`config.mk`:
```
export PLATFORM = sky130hd
export DESIGN_NAME = tomasulo_rs_arith
export DESIGN_NICKNAME = d
export VERILOG_FILES = /design/src/rtl/tomasulo_pkg.sv /design/src/rtl/tomasulo_age_matrix.sv /design/src/rtl/tomasulo_rs_arith.sv
export SDC_FILE = /design/constraint.sdc
export NUM_CORES = 1
export LEC_CHECK = 0
export ABC_AREA = 1
export CAP_MARGIN = 40
export CORE_MARGIN = 8
export CORE_UTILIZATION = 42
export DETAILED_ROUTE_END_ITERATION = 10
export PLACE_DENSITY = 0.7
export REMOVE_ABC_BUFFERS = 1
export SKIP_LAST_GASP = 1
export SLEW_MARGIN = 0
export SYNTH_ARGS = -nofsm -noshare
export SYNTH_HDL_FRONTEND = slang
export SYNTH_SLANG_ARGS = --single-unit
```
`constraint.sdc`:
```
create_clock -name clk -period 4.34 [get_ports clk]
set_input_delay 0.868 -clock clk [delete_from_list [all_inputs] [get_ports clk]]
set_output_delay 0.868 -clock clk [all_outputs]
set_load 0.01 [all_outputs]
```
`src/rtl/tomasulo_pkg.sv`:
```
// ============================================================================
//  Module   : tomasulo_pkg
//  Brief    : Shared Tomasulo types: opcodes, CDB, issue payload, RS entries.
//  Revision : 1.0 - initial release
// ============================================================================
`default_nettype none

package tomasulo_pkg;

    localparam int XLEN         = 32;
    localparam int TAG_W        = 6;
    localparam int ROB_W        = 5;
    localparam int REG_W        = 5;
    localparam int RS_N_DEFAULT = 4;

    typedef logic [XLEN-1:0]  word_t;
    typedef logic [TAG_W-1:0] tag_t;
    typedef logic [ROB_W-1:0] robid_t;
    typedef logic [REG_W-1:0] regaddr_t;

    typedef enum logic [3:0] {
        OP_ADD = 4'd0,
        OP_SUB = 4'd1,
        OP_AND = 4'd2,
        OP_OR  = 4'd3,
        OP_XOR = 4'd4,
        OP_SLL = 4'd5,
        OP_SRL = 4'd6,
        OP_SLT = 4'd7
    } opcode_t;

    typedef struct packed {
        logic     vld;
        tag_t     tag;
        word_t    wdata;
        robid_t   robid;
        regaddr_t wa;
    } cdb_t;

    typedef struct packed {
        opcode_t     op;
        tag_t        tag;
        robid_t      robid;
        regaddr_t    wa;
        word_t [1:0] rdata;
    } issue_t;

    typedef struct packed {
        logic  rdy;
        tag_t  tag;
        word_t data;
    } rs_src_t;

    typedef struct packed {
        opcode_t       op;
        tag_t          tag;
        robid_t        robid;
        regaddr_t      wa;
        rs_src_t [1:0] src;
    } rs_disp_t;

    // A pending operand is satisfied by a broadcast carrying its producer tag.
    function automatic logic src_hit(input rs_src_t s, input cdb_t c);
        return c.vld && !s.rdy && (s.tag == c.tag);
    endfunction

endpackage

`default_nettype wire

```
`src/rtl/tomasulo_age_matrix.sv`:
```
// ============================================================================
//  Module   : tomasulo_age_matrix
//  Brief    : Age matrix picking the oldest requester among N slots.
//  Revision : 1.0 - initial release
// ============================================================================
`default_nettype none

module tomasulo_age_matrix #(
    parameter int N = 4
) (
    input  logic         clk,
    input  logic         rst_n,
    input  logic         clr,
    input  logic [N-1:0] alloc,
    input  logic [N-1:0] free,
    input  logic [N-1:0] req,
    output logic [N-1:0] gnt
);

    // r_age[i][j] set means slot j is older than slot i.
    logic [N-1:0] r_age [N];

    always_ff @(posedge clk or negedge rst_n) begin
        if (!rst_n) begin
            for (int i = 0; i < N; i++) begin
                r_age[i] <= '0;
            end
        end else if (clr) begin
            for (int i = 0; i < N; i++) begin
                r_age[i] <= '0;
            end
        end else begin
            for (int i = 0; i < N; i++) begin
                for (int j = 0; j < N; j++) begin
                    // A newly allocated slot is younger than everyone, so its
                    // column is cleared as well as on free.
                    if (alloc[j] || free[j]) begin
                        r_age[i][j] <= 1'b0;
                    end else if (alloc[i]) begin
                        r_age[i][j] <= 1'b1;
                    end
                end
            end
        end
    end

    generate
        for (genvar gi = 0; gi < N; gi++) begin : g_gnt
            assign gnt[gi] = req[gi] && !(|(r_age[gi] & req));
        end
    endgenerate

endmodule

`default_nettype wire

```
`src/rtl/tomasulo_rs_arith.sv`:
```
// ============================================================================
//  Module   : tomasulo_rs_arith
//  Brief    : Arithmetic reservation station with CDB wakeup and oldest-first
//             issue. Optional macro TOMASULO_RS_WAKEUP_BYPASS_EN.
//  Revision : 1.0 - initial release
// ============================================================================
`default_nettype none

module tomasulo_rs_arith
    import tomasulo_pkg::*;
#(
    parameter int N     = RS_N_DEFAULT,
    parameter int SRC_N = 2
) (
    input  logic                   clk,
    input  logic                   rst_n,
    input  logic                   flush,
    input  logic                   disp_vld,
    input  rs_disp_t               disp,
    output logic                   disp_rdy,
    input  cdb_t                   cdb,
    input  logic                   iss_busy,
    output logic                   iss_vld_r,
    output issue_t                 iss_r,
    output logic [$clog2(N+1)-1:0] occ_r
);

    localparam int c_occ_w = $clog2(N+1);

    logic [N-1:0]     r_vld;
    rs_disp_t         r_ent [N];

    logic [SRC_N-1:0] w_hit [N];
    logic [SRC_N-1:0] w_srdy [N];
    logic [N-1:0]     w_rdy;
    logic [N-1:0]     w_gnt;
    logic [N-1:0]     w_alloc;
    logic [N-1:0]     w_free;
    logic             w_found;
    logic             w_acc;
    logic             w_iss_en;
    logic             w_any;
    issue_t           w_iss_pl;
    rs_disp_t         w_new;
    logic             w_unused_cdb;

    assign w_unused_cdb = ^{cdb.robid, cdb.wa};

    assign disp_rdy = (occ_r != c_occ_w'(N));
    assign w_acc    = disp_vld && disp_rdy && !flush;
    assign w_iss_en = !iss_busy || !iss_vld_r;
    assign w_any    = |w_rdy;
    assign w_free   = (w_iss_en && !flush) ? w_gnt : '0;

    always_comb begin
        for (int i = 0; i < N; i++) begin
            for (int s = 0; s < SRC_N; s++) begin
                w_hit[i][s]  = src_hit(r_ent[i].src[s], cdb);
`ifdef TOMASULO_RS_WAKEUP_BYPASS_EN
                w_srdy[i][s] = r_ent[i].src[s].rdy || w_hit[i][s];
`else
                w_srdy[i][s] = r_ent[i].src[s].rdy;
`endif
            end
            w_rdy[i] = r_vld[i] && (&w_srdy[i]);
        end
    end

    always_comb begin
        w_alloc = '0;
        w_found = 1'b0;
        for (int i = 0; i < N; i++) begin
            if (!r_vld[i] && !w_found) begin
                w_alloc[i] = w_acc;
                w_found    = 1'b1;
            end
        end
    end

    // Dispatching operands also snoop this cycle's broadcast.
    always_comb begin
        w_new = disp;
        for (int s = 0; s < SRC_N; s++) begin
            if (src_hit(disp.src[s], cdb)) begin
                w_new.src[s].rdy  = 1'b1;
                w_new.src[s].data = cdb.wdata;
            end
        end
    end

    always_comb begin
        w_iss_pl = '0;
        for (int i = 0; i < N; i++) begin
            if (w_gnt[i]) begin
                w_iss_pl.op    = r_ent[i].op;
                w_iss_pl.tag   = r_ent[i].tag;
                w_iss_pl.robid = r_ent[i].robid;
                w_iss_pl.wa    = r_ent[i].wa;
                for (int s = 0; s < SRC_N; s++) begin
`ifdef TOMASULO_RS_WAKEUP_BYPASS_EN
                    w_iss_pl.rdata[s] = w_hit[i][s] ? cdb.wdata : r_ent[i].src[s].data;
`else
                    w_iss_pl.rdata[s] = r_ent[i].src[s].data;
`endif
                end
            end
        end
    end

    tomasulo_age_matrix #(
        .N     (N)
    ) u_age (
        .clk   (clk),
        .rst_n (rst_n),
        .clr   (flush),
        .alloc (w_alloc),
        .free  (w_free),
        .req   (w_rdy),
        .gnt   (w_gnt)
    );

    always_ff @(posedge clk or negedge rst_n) begin
        if (!rst_n) begin
            r_vld <= '0;
            for (int i = 0; i < N; i++) begin
                r_ent[i] <= '0;
            end
        end else if (flush) begin
            r_vld <= '0;
        end else begin
            for (int i = 0; i < N; i++) begin
                if (w_alloc[i]) begin
                    r_vld[i] <= 1'b1;
                    r_ent[i] <= w_new;
                end else begin
                    if (w_free[i]) begin
                        r_vld[i] <= 1'b0;
                    end
                    for (int s = 0; s < SRC_N; s++) begin
                        if (r_vld[i] && w_hit[i][s]) begin
                            r_ent[i].src[s].rdy  <= 1'b1;
                            r_ent[i].src[s].data <= cdb.wdata;
                        end
                    end
                end
            end
        end
    end

    always_ff @(posedge clk or negedge rst_n) begin
        if (!rst_n) begin
            iss_vld_r <= 1'b0;
            iss_r     <= '0;
            occ_r     <= '0;
        end else if (flush) begin
            iss_vld_r <= 1'b0;
            iss_r     <= '0;
            occ_r     <= '0;
        end else begin
            if (w_iss_en) begin
                iss_vld_r <= w_any;
                iss_r     <= w_iss_pl;
            end
            occ_r <= occ_r + c_occ_w'(w_acc) - c_occ_w'(|w_free);
        end
    end

endmodule

`default_nettype wire

```
==> flow_summary.yaml, run 1 <==
synth:
  ys_warn_count: 0
  synthXorXnorAreaFrac_pct: 0.573
  synth_adder_area_share_pct: 0.164
  synth-async-reset-ratio_pct: 100
  synth-seq-cells: 500
  avgSynthCellArea_sq_um: 6.87
  synthTopCellsByArea: "dfrtp_1, nand2_1, nand3_1"
  synthCells: 4008
  netlist.top_cell.by_area: "dfrtp_1"
  synth_flop_cell: "dfrtp_1"
  synth_area_sq_um: 27500
  ys_types: 30
  synth-seq-area-share_pct: 45.5
  synth_edf_count: 0
  synth_top_family_by_area: "simple AND/OR/NAND/NOR gates"
  synth_mux_area_share_pct: 0
  yosys.area_share.simple_pct: 39.0
  synth_top_cell_area_share_pct: 45.5
  synth_compound_area_share_pct: 4.97
floorplanning:
  rows: 94
  ioPinCount: 241
  dieArea_sq_um: 74000
  die_y_um: 272
  die_w_um: 272
  coreArea_sq_um: 65300
  start_util_pct: 42.2
worst_setup_path:
  critPathCaptureType: "register"
  worstSetupStartpoint: "r_vld[0]"
  r2r_cells: 13
  path_max_fanout: 19
  critPathCapture: "occ_r[2]"
  worst-endpoint-required_ns: 4.86
  start_kind: "register"
  critical_path_class: "register to register"
  worstPathArrival_ns: 3.72
  timing.rr.start: "r_vld[0]"
  reg2reg_slack_ns: 1.14
  timing.rr.end: "occ_r[2]"
layout:
  multi_input_area_sq_um: 12500
  final_nets: 4274
  final_cells: 5031
  final_cell_mix: "nand2_1, nand3_1, dfrtp_1, nor2_1, inv_1"
  final_common_cell: "nand2_1"
  drive_gt1_share_pct: 5.33
  nFillCells: 6448
  regArea_sq_um: 12500
  area_delta_synth_final_pct: 19.4
clocking:
  postCtsHoldBufs: 0
  cts_resized: 0
  post_cts_buffers: 0
  clock-root-buffer: "clkbuf_16"
  cts_buffers: 56
  path_clk_slew_ns: 0.07
  insertion_delay_ns: 0.63
  cts_buffer_depth: 3
  cts.sink_count: 500
  tritoncts: "done"
  cts-htree-levels: 2
placement:
  place_inst: 4925
  io_buffers: 230
  dp_hpwl_mm: 59.3
  gp_congestion: 0.879
detailed_routing:
  dr.pass1.iters: 6
  antenna_left: 0
  drt_iter0_markers: 3202
  drcViolationCount: 0
  wl_per_cell_um: 19.9
  viasPerCell: 5.49
  vias: 27624
  drt-total-wl_mm: 99.9
outcome:
  status: "finished, final reports clean"
grt:
  grt_pass1_wl_mm: 153
  gr-usage-all-layers_pct: 26.2
  grt_pass1_vias: 25782
  antenna_found_initial: 5
  grt-ovfl-total: 0
  grt_max_degree: 129
timing:
  drv_slew: 0
  fin_crit_sh_pct: 73.7
  finalSetupViolations: 0
  maxSlewHeadroom_pct: 37.3
  hold_ws_ns: 0.104
  fmax_mhz: 313
  grt_setup_unrepaired: "no"
  fin_worst_skew_ns: 0.0136
  tns_ns: 0
  tightest_slew_ns: 0.939
  period_needed_ns: 3.20
  finalHoldViolCount: 0
power:
  p_per_area_nw_per_um2: 494
  ir_drop_uv: 289
  leakage_nw: 17.1
flow_run:
  maxCapViolations: 0
hold_path:
  min_path_type: "primary input to async pin"
-- stage by stage --
step	utilization [%]	total power [W]	instance area [sq um]	setup WS [ns]
after global placement	47.0	0.0109	30700	0.724
final	50.3	0.0162	32900	1.14
after detailed placement	47.3	0.0110	30800	0.651
after CTS	50.3	0.0163	32900	1.13
after floorplan	-	0.00931	26300	-5.31
after global routing	50.3	0.0171	32900	0.803
-- cell families after synthesis --
| kind of cell | Yosys count |
|---|---|
| and+or+nand+nor | 2556 |
| buffers and inverters | 660 |
| DFF | 500 |
| AOI/OAI and AO/OA | 271 |
| xor gates and xnor gates | 18 |
| adders and majority gates | 3 |
-- flip-flops by register name, indices dropped and copies added, names as in the netlist --
name / count
r_ent: 392
iss_r: 84
u_age.r_age: 16
r_vld: 4
occ_r: 3
iss_vld_r: 1
-- synthesized netlist by cell type, types with 2 or more instances --
cell,number
nand2_1,1315
nand3_1,630
dfrtp_1,500
nor2_1,427
inv_1,398
o21ai_0,149
buf_2,142
a21oi_1,114
nor3_1,103
clkbuf_1,84
nand4_1,70
buf_1,19
buf_4,11
xor2_1,10
xnor2_1,8
inv_2,5
o22ai_1,4
nand3_2,3
nor3_2,3
ha_1,2
nor2_2,2
-- worst max-delay path, cell delays in order (launching register included) --
cell and delay (ns):
dfrtp_1 0.49, nand3_1 0.28, nor2_1 0.14, o21ai_0 0.16
nor2_4 0.48, nand2_1 0.23, nand4_1 0.21, ha_1 0.26
inv_1 0.05, ha_1 0.12, inv_1 0.05, fa_1 0.41
xor2_1 0.16, nor2_1 0.05
-- report_power, final --
group,internal [W],switching [W]
combinational,0.00159,0.00253
clock,0.00313,0.00208
sequential,0.00610,0.000813
total,0.0108,0.00543
-- layer usage --
layer	share of wire [%]	track usage [%]	vias up	wire length, um
met5	0.049	0	-	49
met4	4.7	11.4	8	4690
met3	11	6.09	315	11000
met2	44	40.8	1482	44200
met1	40	34.7	12905	40000
li1	-	-	12914	-
-- worst min-delay path by stage --
| stage | endpoint | slack, ns | startpoint |
|---|---|---|---|
| floorplan | r_ent[235] | 0.45 | r_ent[235] |
| global route | iss_r[21] | 0.13 | rst_n |
| CTS | r_ent[359] | 0.1 | rst_n |
| global placement | r_ent[343] | 0.46 | r_ent[343] |
| finish | r_ent[119] | 0.10 | rst_n |
| detailed placement | r_ent[317] | 0.47 | r_ent[317] |
-- area by class of cell --
| type | instances | share of cell area (%) |
|---|---|---|
| multi-input cells | 2848 | 38.2 |
| flip-flops and latches | 500 | 38.1 |
| repair buffers | 309 | 9.68 |
| clock buffers | 79 | 5.05 |
| inverters | 404 | 4.63 |
| well taps | 864 | 3.29 |
| clock inverters | 26 | 1.06 |
| diodes | 1 | 0.00762 |
No activity file was read; power rests on OpenSTA's default activity.
==> inputs of run 2 (changes only) <==
--- a/config.mk
+++ b/config.mk
@@ -10,7 +10,7 @@
 export CORE_MARGIN = 8
 export CORE_UTILIZATION = 42
 export DETAILED_ROUTE_END_ITERATION = 10
-export PLACE_DENSITY = 0.7
+export PLACE_DENSITY = 0.72
 export REMOVE_ABC_BUFFERS = 1
 export SKIP_LAST_GASP = 1
 export SLEW_MARGIN = 0
==> constraint.sdc (replaced) <==
create_clock -name clk -period 2.8 [get_ports clk]
set_input_delay 0.56 -clock clk [delete_from_list [all_inputs] [get_ports clk]]
set_output_delay 0.56 -clock clk [all_outputs]
set_load 0.01 [all_outputs]
==> run 2 against run 1 <==
  * Count of clock-buffer cells in the layout grew 3
  * Critical path depth fell by 2
  * Worst setup slack got worse by 0.96 ns
  * Sequential cell count did not move
  * Sequential share of layout area down 0.99 points
  * Clock skew rose by 0.011 ns
  * Routed wire length down 0.84%
  * Hold slack improved by 0.37 ns
  * First-iteration DRC count is 9.7% lower
  * Die area did not move
  * Clock power is 51% higher
  * Via count shrank 0.18%
==> flow_summary.yaml, run 2 (synthesized netlist as in run 1, its figures left out) <==
timing:
  drv_slew: 0
  fin_ws_ns: 0.177
  tightest_slew_ns: 0.809
  fin_crit_sh_pct: 93.7
  maxSlewHeadroom_pct: 46.0
  fmax_mhz: 381
  finalSetupViolations: 0
  finalHoldViolCount: 0
  fin_worst_skew_ns: 0.0246
  period_needed_ns: 2.62
placement:
  io_buffers: 230
  place_ws_ns: -0.125
  dp_hpwl_mm: 62.0
  gp_congestion: 0.905
power:
  p_per_area_nw_per_um2: 746
  pwr-share-clk_pct: 31.3
  ir_drop_uv: 474
  total_power_w: 0.0252
  pwr-share-seq_pct: 42.7
  p_sw_w: 0.00840
  swShare_pct: 33.4
  intPower_w: 0.0168
  p_comb_share_pct: 26.0
  leakage_nw: 17.5
layout:
  final_cell_mix: "nand2_1, nand3_1, dfrtp_1, nor2_1, inv_1"
  final_nets: 4326
  largest_reg_flops: 392
  largest_registers: "r_ent x392, iss_r x84, u_age.r_age x16"
  drive_gt1_share_pct: 6.38
  utilization_pct: 51.7
  final_common_cell: "nand2_1"
  top_register: "r_ent"
  area_delta_synth_final_pct: 22.5
  antenna_cells: 0
  nFillCells: 6327
detailed_routing:
  wl_per_cell_um: 19.5
  dr.pass1.iters: 6
  vias: 27573
  antenna_left: 0
  drcViolationCount: 0
  drt-total-wl_mm: 99.1
  viasPerCell: 5.43
  drt_iter0_markers: 2891
floorplanning:
  ioPinCount: 241
  die_w_um: 272
  rows: 94
  coreArea_sq_um: 65300
  dieArea_sq_um: 74000
  start_util_pct: 42.2
  die_y_um: 272
grt:
  grt.met1_usage_pct: 34.3
  grt_use_met2_pct: 41.9
  busiest_layer: "met2"
  use_met3_pct: 5.57
  gr-usage-all-layers_pct: 26.3
  grt-ovfl-total: 0
  grt_max_degree: 86
  antenna_found_initial: 0
  grt_pass1_wl_mm: 154
  grt_pass1_vias: 26650
flow_run:
  maxCapViolations: 0
clocking:
  insertion_delay_ns: 0.63
  tritoncts: "done"
  path_clk_slew_ns: 0.06
  cts.sink_count: 500
  cts_buffer_depth: 3
  cts_buffers: 56
  post_cts_buffers: 0
  cts-htree-levels: 2
  clock-root-buffer: "clkbuf_16"
worst_setup_path:
  path_max_fanout: 5
  worstPathArrival_ns: 3.13
  critical_path_class: "register to register"
  reg2reg_slack_ns: 0.18
  critPathCaptureType: "register"
  worst-endpoint-required_ns: 3.30
  start_kind: "register"
hold_path:
  min_path_type: "register to register"
outcome:
  status: "finished, final reports clean"
run 2: changes by cell type in the layout (fill, tap and decap cells not counted), sizes merged:
cell | before | now
dlygate4sd3 | 0 | 1
bufinv | 8 | 7
clkbuf | 79 | 82
clkinv | 16 | 14
buf | 80 | 131
diode | 1 | 0
run 2: power by group through the flow:
stage                     Combinational, W  Clock [W]  Sequential, W
after global routing               0.00736    0.00827         0.0110
after detailed placement           0.00648          0         0.0108
after floorplan                    0.00383          0         0.0106
after CTS                          0.00653    0.00798         0.0107
after global placement             0.00634          0         0.0107
final                              0.00654    0.00788         0.0107
run 2: repair_timing:
| item | CTS | global route |
|---|---|---|
| gates resized for setup | 0 | 3 |
| hold buffers | 1 | 0 |
| hold endpoints to repair | 46 | 0 |
| endpoints found under the setup margin | 0 | 1 |
run 2: final timing paths:
path                               to  cells after the start        from
setup / recovery             occ_r[2]                     11    r_vld[2]
hold / removal             r_ent[340]                      2  r_ent[340]
setup reg to reg             occ_r[2]                     11    r_vld[2]
hold reg to reg            r_ent[340]                      2  r_ent[340]
max in group asynchronous   iss_r[77]                      3       rst_n
min in group asynchronous  r_ent[343]                      2       rst_n
run 2: stage by stage:
stage	hold slack [ns]	std cells	cell area, sq um	TNS [ns]
6_report	0.479	5082	33700	0
5_1_grt	0.490	5082	33700	-0.0194
4_1_cts	0.481	5082	33700	0
3_5_place_dp	0.465	4976	31800	-0.157
3_3_place_gp	0.461	4976	31800	-0.124
2_1_floorplan	0.264	3752	26300	-1514.44
run 2: routing by layer:
layer | up-vias | routed length (um)
li1 | 13014 | -
met1 | 12897 | 40200
met2 | 1354 | 44900
met3 | 308 | 9580
met4 | 0 | 4390
met5 | - | 0
run 2: final cells by class:
class / instances / area, sq um / share of cell area (%)
inverter: 404 / 1520 / 4.51
sequential: 500 / 12500 / 37.1
clock inverter: 23 / 305 / 0.905
timing repair buffer: 361 / 4110 / 12.2
tap: 864 / 1080 / 3.20
clock buffer: 82 / 1640 / 4.86
multi-input combinational: 2848 / 12600 / 37.3
run 2: critical path, stage by stage (launching register included):
cell and delay (ns):
dfrtp_1 0.47, nand3_1 0.28, nor3_2 0.36, nand3_1 0.14, nand4_1 0.15, ha_1 0.24, inv_1 0.05, ha_1 0.13
inv_1 0.05, fa_1 0.40, xor2_1 0.18, nor2_1 0.05
